`config.mk`:
```
export PLATFORM = sky130hd
export DESIGN_NAME = hex_display
export DESIGN_NICKNAME = d
export VERILOG_FILES = /design/src/rtl/hex_display.sv
export SDC_FILE = /design/constraint.sdc
export NUM_CORES = 1
export LEC_CHECK = 0
export ABC_AREA = 1
export CAP_MARGIN = 20
export CORE_ASPECT_RATIO = 0.5
export CORE_UTILIZATION = 52
export DETAILED_ROUTE_END_ITERATION = 10
export GPL_TIMING_DRIVEN = 0
export HOLD_SLACK_MARGIN = 0.12
export PLACE_DENSITY_LB_ADDON = 0.2
export SLEW_MARGIN = 40
export SYNTH_ARGS = -nofsm -noshare
export SYNTH_HDL_FRONTEND = slang
export SYNTH_SLANG_ARGS = --single-unit
export TNS_END_PERCENT = 20
```
`constraint.sdc`:
```
create_clock -name clk -period 2.2 [get_ports clk]
set_input_delay 0.22 -clock clk [delete_from_list [all_inputs] [get_ports clk]]
set_output_delay 0.22 -clock clk [all_outputs]
set_load 0.05 [all_outputs]
```
`src/rtl/hex_display.sv`:
```
// hex_display: bus-mapped six-digit seven-segment controller.
//
// Register map (addr[3:2]):
//   0 VALUE[23:0]   displayed value (hex nibbles, or binary in decimal mode)
//   1 MASK[5:0]     1 = digit on
//   2 BLINK[5:0]    1 = digit blinks
//   3 CTRL          bit0 enable, bit1 decimal, bit2 leading-zero suppress,
//                   bit8 busy (read-only, converter running)
//
// Ports:
//   clk          system clock
//   reset        synchronous, active-high reset
//   addr         byte address, only addr[3:2] decoded
//   wdata        write data
//   we           write enable, one word per cycle
//   rdata        registered read data, 1-cycle latency, read-before-write
//   rdata_valid  high every cycle after reset deasserts
//   hex0..hex5   active-low segments, bit0=a .. bit6=g, hex0 rightmost
//
// Decimal mode uses an iterative double-dabble converter: one shift/adjust
// iteration per cycle, 20 iterations, then the BCD result is committed.

module hex_display #(
    parameter int unsigned BLINK_DIV = 25000000
) (
    input  logic        clk,
    input  logic        reset,
    input  logic [31:0] addr,
    input  logic [31:0] wdata,
    input  logic        we,
    output logic [31:0] rdata,
    output logic        rdata_valid,
    output logic [6:0]  hex0,
    output logic [6:0]  hex1,
    output logic [6:0]  hex2,
    output logic [6:0]  hex3,
    output logic [6:0]  hex4,
    output logic [6:0]  hex5
);

    localparam int unsigned CNT_W = (BLINK_DIV > 1) ? $clog2(BLINK_DIV) : 1;
    localparam logic [CNT_W-1:0] CNT_MAX = CNT_W'(BLINK_DIV - 1);

    localparam logic [6:0] SEG_BLANK = 7'b1111111;
    localparam logic [6:0] SEG_DASH  = 7'b0111111;

    typedef enum logic [0:0] {
        S_IDLE = 1'b0,
        S_CONV = 1'b1
    } conv_state_t;

    // Active-low segment pattern for one hex nibble.
    function automatic logic [6:0] seg_decode(input logic [3:0] nib);
        logic [6:0] seg;
        case (nib)
            4'h0:    seg = 7'b1000000;
            4'h1:    seg = 7'b1111001;
            4'h2:    seg = 7'b0100100;
            4'h3:    seg = 7'b0110000;
            4'h4:    seg = 7'b0011001;
            4'h5:    seg = 7'b0010010;
            4'h6:    seg = 7'b0000010;
            4'h7:    seg = 7'b1111000;
            4'h8:    seg = 7'b0000000;
            4'h9:    seg = 7'b0010000;
            4'hA:    seg = 7'b0001000;
            4'hB:    seg = 7'b0000011;
            4'hC:    seg = 7'b1000110;
            4'hD:    seg = 7'b0100001;
            4'hE:    seg = 7'b0000110;
            4'hF:    seg = 7'b0001110;
            default: seg = 7'b1111111;
        endcase
        return seg;
    endfunction

    // One double-dabble iteration on {bcd[23:0], bin[19:0]}:
    // add 3 to every BCD nibble >= 5, then shift the whole register left.
    function automatic logic [43:0] dabble_step(input logic [43:0] sr);
        logic [43:0] adj;
        adj = sr;
        for (int k = 0; k < 6; k++) begin
            if (adj[20 + 4*k +: 4] >= 4'd5) begin
                adj[20 + 4*k +: 4] = adj[20 + 4*k +: 4] + 4'd3;
            end else begin
                adj[20 + 4*k +: 4] = adj[20 + 4*k +: 4];
            end
        end
        return {adj[42:0], 1'b0};
    endfunction

    // Architectural registers
    logic [23:0]      value_r;
    logic [5:0]       mask_r;
    logic [5:0]       blink_r;
    logic [2:0]       ctrl_r;

    // Converter state
    conv_state_t      state_r, state_nxt_s;
    logic [43:0]      sr_r, sr_nxt_s;
    logic [4:0]       iter_r, iter_nxt_s;
    logic             ovf_pend_r, ovf_pend_nxt_s;
    logic             commit_s;
    logic [43:0]      step_s;
    logic [23:0]      bcd_r;
    logic             overflow_r;

    // Blink timing
    logic [CNT_W-1:0] blink_cnt_r;
    logic             phase_r;

    // Bus decode
    logic             wr_value_s, wr_mask_s, wr_blink_s, wr_ctrl_s;
    logic             conv_trig_s;
    logic [19:0]      load_bin_s;
    logic             busy_s;
    logic [31:0]      rd_mux_s;

    // Display
    logic [5:0]       upper_zero_s;
    logic             zero_run_s;
    logic [6:0]       seg_nxt_s [6];

    logic             unused_s;
    assign unused_s = ^{addr[31:4], addr[1:0], wdata[31:24]};

    assign wr_value_s  = we & (addr[3:2] == 2'd0);
    assign wr_mask_s   = we & (addr[3:2] == 2'd1);
    assign wr_blink_s  = we & (addr[3:2] == 2'd2);
    assign wr_ctrl_s   = we & (addr[3:2] == 2'd3);
    // A VALUE write converts the freshly written data; a CTRL write that
    // selects decimal mode converts the value already held.
    assign conv_trig_s = wr_value_s | (wr_ctrl_s & wdata[1]);
    assign load_bin_s  = wr_value_s ? wdata[19:0] : value_r[19:0];
    assign busy_s      = (state_r == S_CONV);
    assign step_s      = dabble_step(sr_r);

    // Bus-writable registers
    always_ff @(posedge clk) begin
        if (reset) begin
            value_r <= 24'd0;
            mask_r  <= 6'h3F;
            blink_r <= 6'd0;
            ctrl_r  <= 3'd0;
        end else begin
            if (wr_value_s) value_r <= wdata[23:0];
            if (wr_mask_s)  mask_r  <= wdata[5:0];
            if (wr_blink_s) blink_r <= wdata[5:0];
            if (wr_ctrl_s)  ctrl_r  <= wdata[2:0];
        end
    end

    // Converter next-state logic; a new trigger always restarts the conversion
    always_comb begin
        state_nxt_s    = state_r;
        sr_nxt_s       = sr_r;
        iter_nxt_s     = iter_r;
        ovf_pend_nxt_s = ovf_pend_r;
        commit_s       = 1'b0;
        if (conv_trig_s) begin
            state_nxt_s    = S_CONV;
            sr_nxt_s       = {24'd0, load_bin_s};
            iter_nxt_s     = 5'd0;
            ovf_pend_nxt_s = (load_bin_s > 20'd999999);
        end else begin
            case (state_r)
                S_IDLE: begin
                    state_nxt_s = S_IDLE;
                end
                S_CONV: begin
                    sr_nxt_s   = step_s;
                    iter_nxt_s = iter_r + 5'd1;
                    if (iter_r == 5'd19) begin
                        state_nxt_s = S_IDLE;
                        commit_s    = 1'b1;
                    end else begin
                        state_nxt_s = S_CONV;
                    end
                end
                default: begin
                    state_nxt_s = S_IDLE;
                end
            endcase
        end
    end

    // Converter state register
    always_ff @(posedge clk) begin
        if (reset) begin
            state_r    <= S_IDLE;
            sr_r       <= 44'd0;
            iter_r     <= 5'd0;
            ovf_pend_r <= 1'b0;
        end else begin
            state_r    <= state_nxt_s;
            sr_r       <= sr_nxt_s;
            iter_r     <= iter_nxt_s;
            ovf_pend_r <= ovf_pend_nxt_s;
        end
    end

    // Committed BCD result; the previous result stays visible while busy
    always_ff @(posedge clk) begin
        if (reset) begin
            bcd_r      <= 24'd0;
            overflow_r <= 1'b0;
        end else if (commit_s) begin
            bcd_r      <= step_s[43:20];
            overflow_r <= ovf_pend_r;
        end
    end

    // Free-running blink counter; phase flips on every wrap
    always_ff @(posedge clk) begin
        if (reset) begin
            blink_cnt_r <= {CNT_W{1'b0}};
            phase_r     <= 1'b1;
        end else if (blink_cnt_r == CNT_MAX) begin
            blink_cnt_r <= {CNT_W{1'b0}};
            phase_r     <= ~phase_r;
        end else begin
            blink_cnt_r <= blink_cnt_r + CNT_W'(1'b1);
        end
    end

    // Read data selection
    always_comb begin
        rd_mux_s = 32'd0;
        case (addr[3:2])
            2'd0:    rd_mux_s = {8'd0, value_r};
            2'd1:    rd_mux_s = {26'd0, mask_r};
            2'd2:    rd_mux_s = {26'd0, blink_r};
            2'd3:    rd_mux_s = {23'd0, busy_s, 5'd0, ctrl_r};
            default: rd_mux_s = 32'd0;
        endcase
    end

    // Registered read port
    always_ff @(posedge clk) begin
        if (reset) begin
            rdata       <= 32'd0;
            rdata_valid <= 1'b0;
        end else begin
            rdata       <= rd_mux_s;
            rdata_valid <= 1'b1;
        end
    end

    // upper_zero_s[i] is set when BCD digits i..5 are all zero
    always_comb begin
        upper_zero_s = 6'd0;
        zero_run_s   = 1'b1;
        for (int i = 5; i >= 0; i--) begin
            zero_run_s      = zero_run_s & (bcd_r[4*i +: 4] == 4'd0);
            upper_zero_s[i] = zero_run_s;
        end
    end

    // Per-digit segment selection
    always_comb begin
        for (int i = 0; i < 6; i++) begin
            seg_nxt_s[i] = SEG_BLANK;
            if (!(ctrl_r[0] & mask_r[i] & (~blink_r[i] | phase_r))) begin
                seg_nxt_s[i] = SEG_BLANK;
            end else if (ctrl_r[1]) begin
                if (overflow_r) begin
                    seg_nxt_s[i] = SEG_DASH;
                end else if (ctrl_r[2] && (i > 0) && upper_zero_s[i]) begin
                    seg_nxt_s[i] = SEG_BLANK;
                end else begin
                    seg_nxt_s[i] = seg_decode(bcd_r[4*i +: 4]);
                end
            end else begin
                seg_nxt_s[i] = seg_decode(value_r[4*i +: 4]);
            end
        end
    end

    // Registered segment outputs
    always_ff @(posedge clk) begin
        if (reset) begin
            hex0 <= SEG_BLANK;
            hex1 <= SEG_BLANK;
            hex2 <= SEG_BLANK;
            hex3 <= SEG_BLANK;
            hex4 <= SEG_BLANK;
            hex5 <= SEG_BLANK;
        end else begin
            hex0 <= seg_nxt_s[0];
            hex1 <= seg_nxt_s[1];
            hex2 <= seg_nxt_s[2];
            hex3 <= seg_nxt_s[3];
            hex4 <= seg_nxt_s[4];
            hex5 <= seg_nxt_s[5];
        end
    end

endmodule

```
==> metrics.md, run 1 <==
| Metric | Value |
|---|---|
| Run status | finished, violations left |
| Failing checks | setup timing |
| First-pass GRT wire length | 57.99 mm |
| Yosys Warn Count | 0 |
| Clk root buf | clkbuf_16 |
| Min Hold Slack | between 0.15 and 0.2 ns |
| Vias in the first global route | 11014 |
| Post-synthesis average cell area | between 7 and 8 µm² |
| Layout Cells excl Fill | around 2400 |
| Worst slew margin | 0.4132 |
| WP data required | between 2 and 3 ns |
| Syn Std Cell Area | between 0.01 and 0.015 mm² |
| FF-to-FF setup slack | around 0.03 ns |
| Final Setup Violations | 3 |
| Die Span Y | about 120 µm |
| Hold Crit Depth | 4 |
| Kind of critical path | in2reg |
| DR top layer | met4 |
| Antenna violations before repair | 0 |
| Avg WL per Cell | 15.74 µm |
| Crit end category | flip-flop |
| Initial DRT Pass Iterations | 5 |
| Pwr Density | slightly below 700 mW/mm² |
| Final WL | between 30 and 40 mm |
| Comb pwr share | 0.108 |
| Largest net degree at the start of global routing | 17 |
| Crit path time final | about 2.2 ns |
| Internal power | about 0.0082 W |
| Residual DRC | 0 |
| Share of cells above drive strength 1 | 0.1177 |
| Remaining global-route overflow | 0 |
| Asr flop ratio synth | 0 |
| Gpl congestion | ~0.96 |
| Max Clk Rate | between 0.4 and 0.5 GHz |
| R2R depth | 13 |
| CTS Sinks | 292 |
| Worst skew pair latency | ~0.56 ns |
| Max Clock Skew | between 0.02 and 0.03 ns |
| Antenna Violating Nets Remaining | 0 |
| Final Hold Vio Count | 0 |
| DP HPWL | approximately 27 mm |
| Register area | between 0.005 and 0.006 mm² |
| Routed length on met3 | around 2.8 mm |
| Area leader, netlist | dfxtp_1 |
| Clk pwr share | 0.395 |
| Via count | about 12000 |
| Arr. time, crit path | around 2.6 ns |
| Nets | between 2000 and 2500 |
| Main synth FF type | dfxtp_1 |
| Sequential Power Share | 0.498 |
| Final WS setup | -0.03894 ns |
| Post-Synthesis Cells | about 1900 |
| CTS tree | built |
| Initial DRC Count | around 1100 |
| Top post-synthesis cells by area | dfxtp_1, nand2_1, ha_1 |
| Clock-pin slew on the worst setup and hold paths | roughly 0.070 ns |
| Maximum clock insertion buffer count | 3 |
| Max-slew violations | 0 |
| Unrepaired setup endpoints after global routing | yes |
| Post-Place Cells | 2299 |
| Worst-Margin Slew | 0.8802 ns |
| Cell leakage power | around 7.4 nW |
| Hold path startpoint | we |
| TNS Setup | -0.06807 ns |
| Worst r2r src | iter_r[1] |
| CP Max Fanout | 10 |
| GRT Util Overall | 0.2731 |
| # H-tree levels | 1 |
| Share of the synthesized area in the top cell type | 0.4294 |
| Port-buffer cells | 95 |
| Number of placement rows | slightly above 40 |
| DR WL met2 | about 16 mm |
| Chip width | between 200 and 250 µm |
| HP Class | in2reg |
| Synth Register Bits | between 200 and 300 |
| Core area | around 0.025 mm² |
| Distinct cells, synth | 52 |
| Syn-to-layout area delta | 19.69% |
| Vias per cell | 5.224 |
| Met1 WL | between 15 and 20 mm |
| Crit start category | input pin |
| Net Sw Power | just under 0.003 W |
| EDFF count, synth | 0 |
| Power consumption | between 0.01 and 0.015 W |
| CTS Buf Count | 25 |
| Ant diodes | 0 |
| Area occupied by multi-input gates | between 0.006 and 0.007 mm² |
| Fill cells | roughly 2300 |
| Seq/Total Area, Yosys | 0.4294 |
| Switching Fraction | 0.2652 |
| Final Cycle Share | 1.018 |
| Worst vdd ir | approximately 0.00045 V |
| Hold Path Sink | blink_r[5] |
| Max-cap violations | 0 |
| IO Count | 142 |
| Starting density of the core | 0.5351 |
| Die Footprint | between 0.02 and 0.03 mm² |
==> synth_stat cells, types with 3 or more instances <==
master    instances
nand2_1         507
dfxtp_1         292
inv_1           222
nor2_1          139
nand3_1         129
o21ai_0         127
ha_1             81
a21oi_1          65
o22ai_1          37
nor3_1           33
o21ai_1          31
clkbuf_1         22
buf_4            13
buf_2            12
nor2_2           10
o21ai_2          10
xor2_1           10
inv_2             9
nand2_2           9
buf_1             7
o21bai_1          7
or2_2             7
nand4_1           6
nor2_4            6
a31oi_1           5
nand3_2           5
o211ai_1          5
buf_6             4
nor3b_1           4
mux2i_1           3
nand2_4           3
nor4_1            3
==> worst max-delay path by stage <==
| stage | endpoint | startpoint |
|---|---|---|
| 5_1_grt | hex4[6] | reset |
| 2_1_floorplan | flip-flop | iter_r[0] |
| 3_5_place_dp | flip-flop | addr[2] |
| 6_report | hex4[6] | reset |
| 3_3_place_gp | flip-flop | addr[2] |
| 4_1_cts | flip-flop | iter_r[0] |
==> per-layer routing <==
metal	global-route usage	up-vias
met5	0	-
met4	0.05563	0
met3	0.04907	56
met2	0.4334	396
met1	0.3898	5654
li1	-	6213
==> power groups by stage <==
stage          sequential, W  clock, W  combinational (W)
3_3_place_gp         0.00566         0            0.00113
4_1_cts              0.00555   0.00443            0.00116
2_1_floorplan        0.00576         0           0.000638
3_5_place_dp         0.00566         0            0.00113
6_report             0.00555   0.00440            0.00120
5_1_grt              0.00556   0.00468            0.00131
==> cell families after synthesis <==
logic type               synth area share
AND/OR/NAND/NOR                    0.2744
AO/OA/AOI/OAI                      0.1251
flip-flops                         0.4294
buffers and inverters             0.08777
adder cells (fa/ha/maj)           0.07444
XOR/XNOR                         0.006433
multiplexers                     0.002206
other                           0.0002754
==> area by class of cell <==
type	instances	share of cell area
Timing Repair Buffer	112	0.06665
Multi-Input combinational cell	1276	0.4250
Clock inverter	13	0.007755
Clock buffer	30	0.04016
Tap cell	344	0.02641
Buffer	57	0.02012
Inverter	234	0.05437
Sequential cell	292	0.3595
==> critical path, stage by stage <==
cell             delay [ns]
clkdlybuf4s50_1        0.58
inv_2                  0.34
buf_2                  0.49
nand2_1                0.27
nor2_2                 0.52
nand3_1                0.18
==> stage by stage <==
step / utilization / setup WS [ns] / cell area (µm²)
floorplan: - / 0.02373 / 13650
global placement: 0.5907 / -1.016 / 15030
detailed placement: 0.5907 / -1.030 / 15030
CTS: 0.6310 / -0.008392 / 16060
global route: 0.6404 / -0.1348 / 16290
finish: 0.6404 / -0.03894 / 16290
==> what timing repair did <==
| action | in CTS | in global routing |
|---|---|---|
| setup endpoints to repair | 105 | 127 |
| pin swaps | 8 | 3 |
| resized for setup | 50 | 68 |
| setup buffers | 10 | 7 |
| hold buffers | 0 | 0 |
==> cells in the final DEF, fill, tap and decap left out, types with 10 or more instances in the layout <==
master           count
nor2_1             124
buf_4               29
o22ai_1             37
o21ai_1             29
o21ai_2             16
nand2_1            496
nand3_1            114
nor3_1              32
clkdlybuf4s50_1     92
dfxtp_1            286
buf_2               10
inv_1              211
inv_2               19
nor2_2              25
a21oi_1             65
nand3_4             11
o21ai_0            123
nand3_2             10
clkbuf_1            21
nand2_2             20
ha_1                73
clkbuf_16           25
(Power assumes the default switching activity.)
==> run 2: changes to the inputs <==
Settings changed: ABC_CLOCK_PERIOD_IN_PS set to 2200, SLEW_MARGIN 40 to 25.
==> results of run 2 <==
Same layout as run 1: the final DEF is identical, and so are final timing and power.
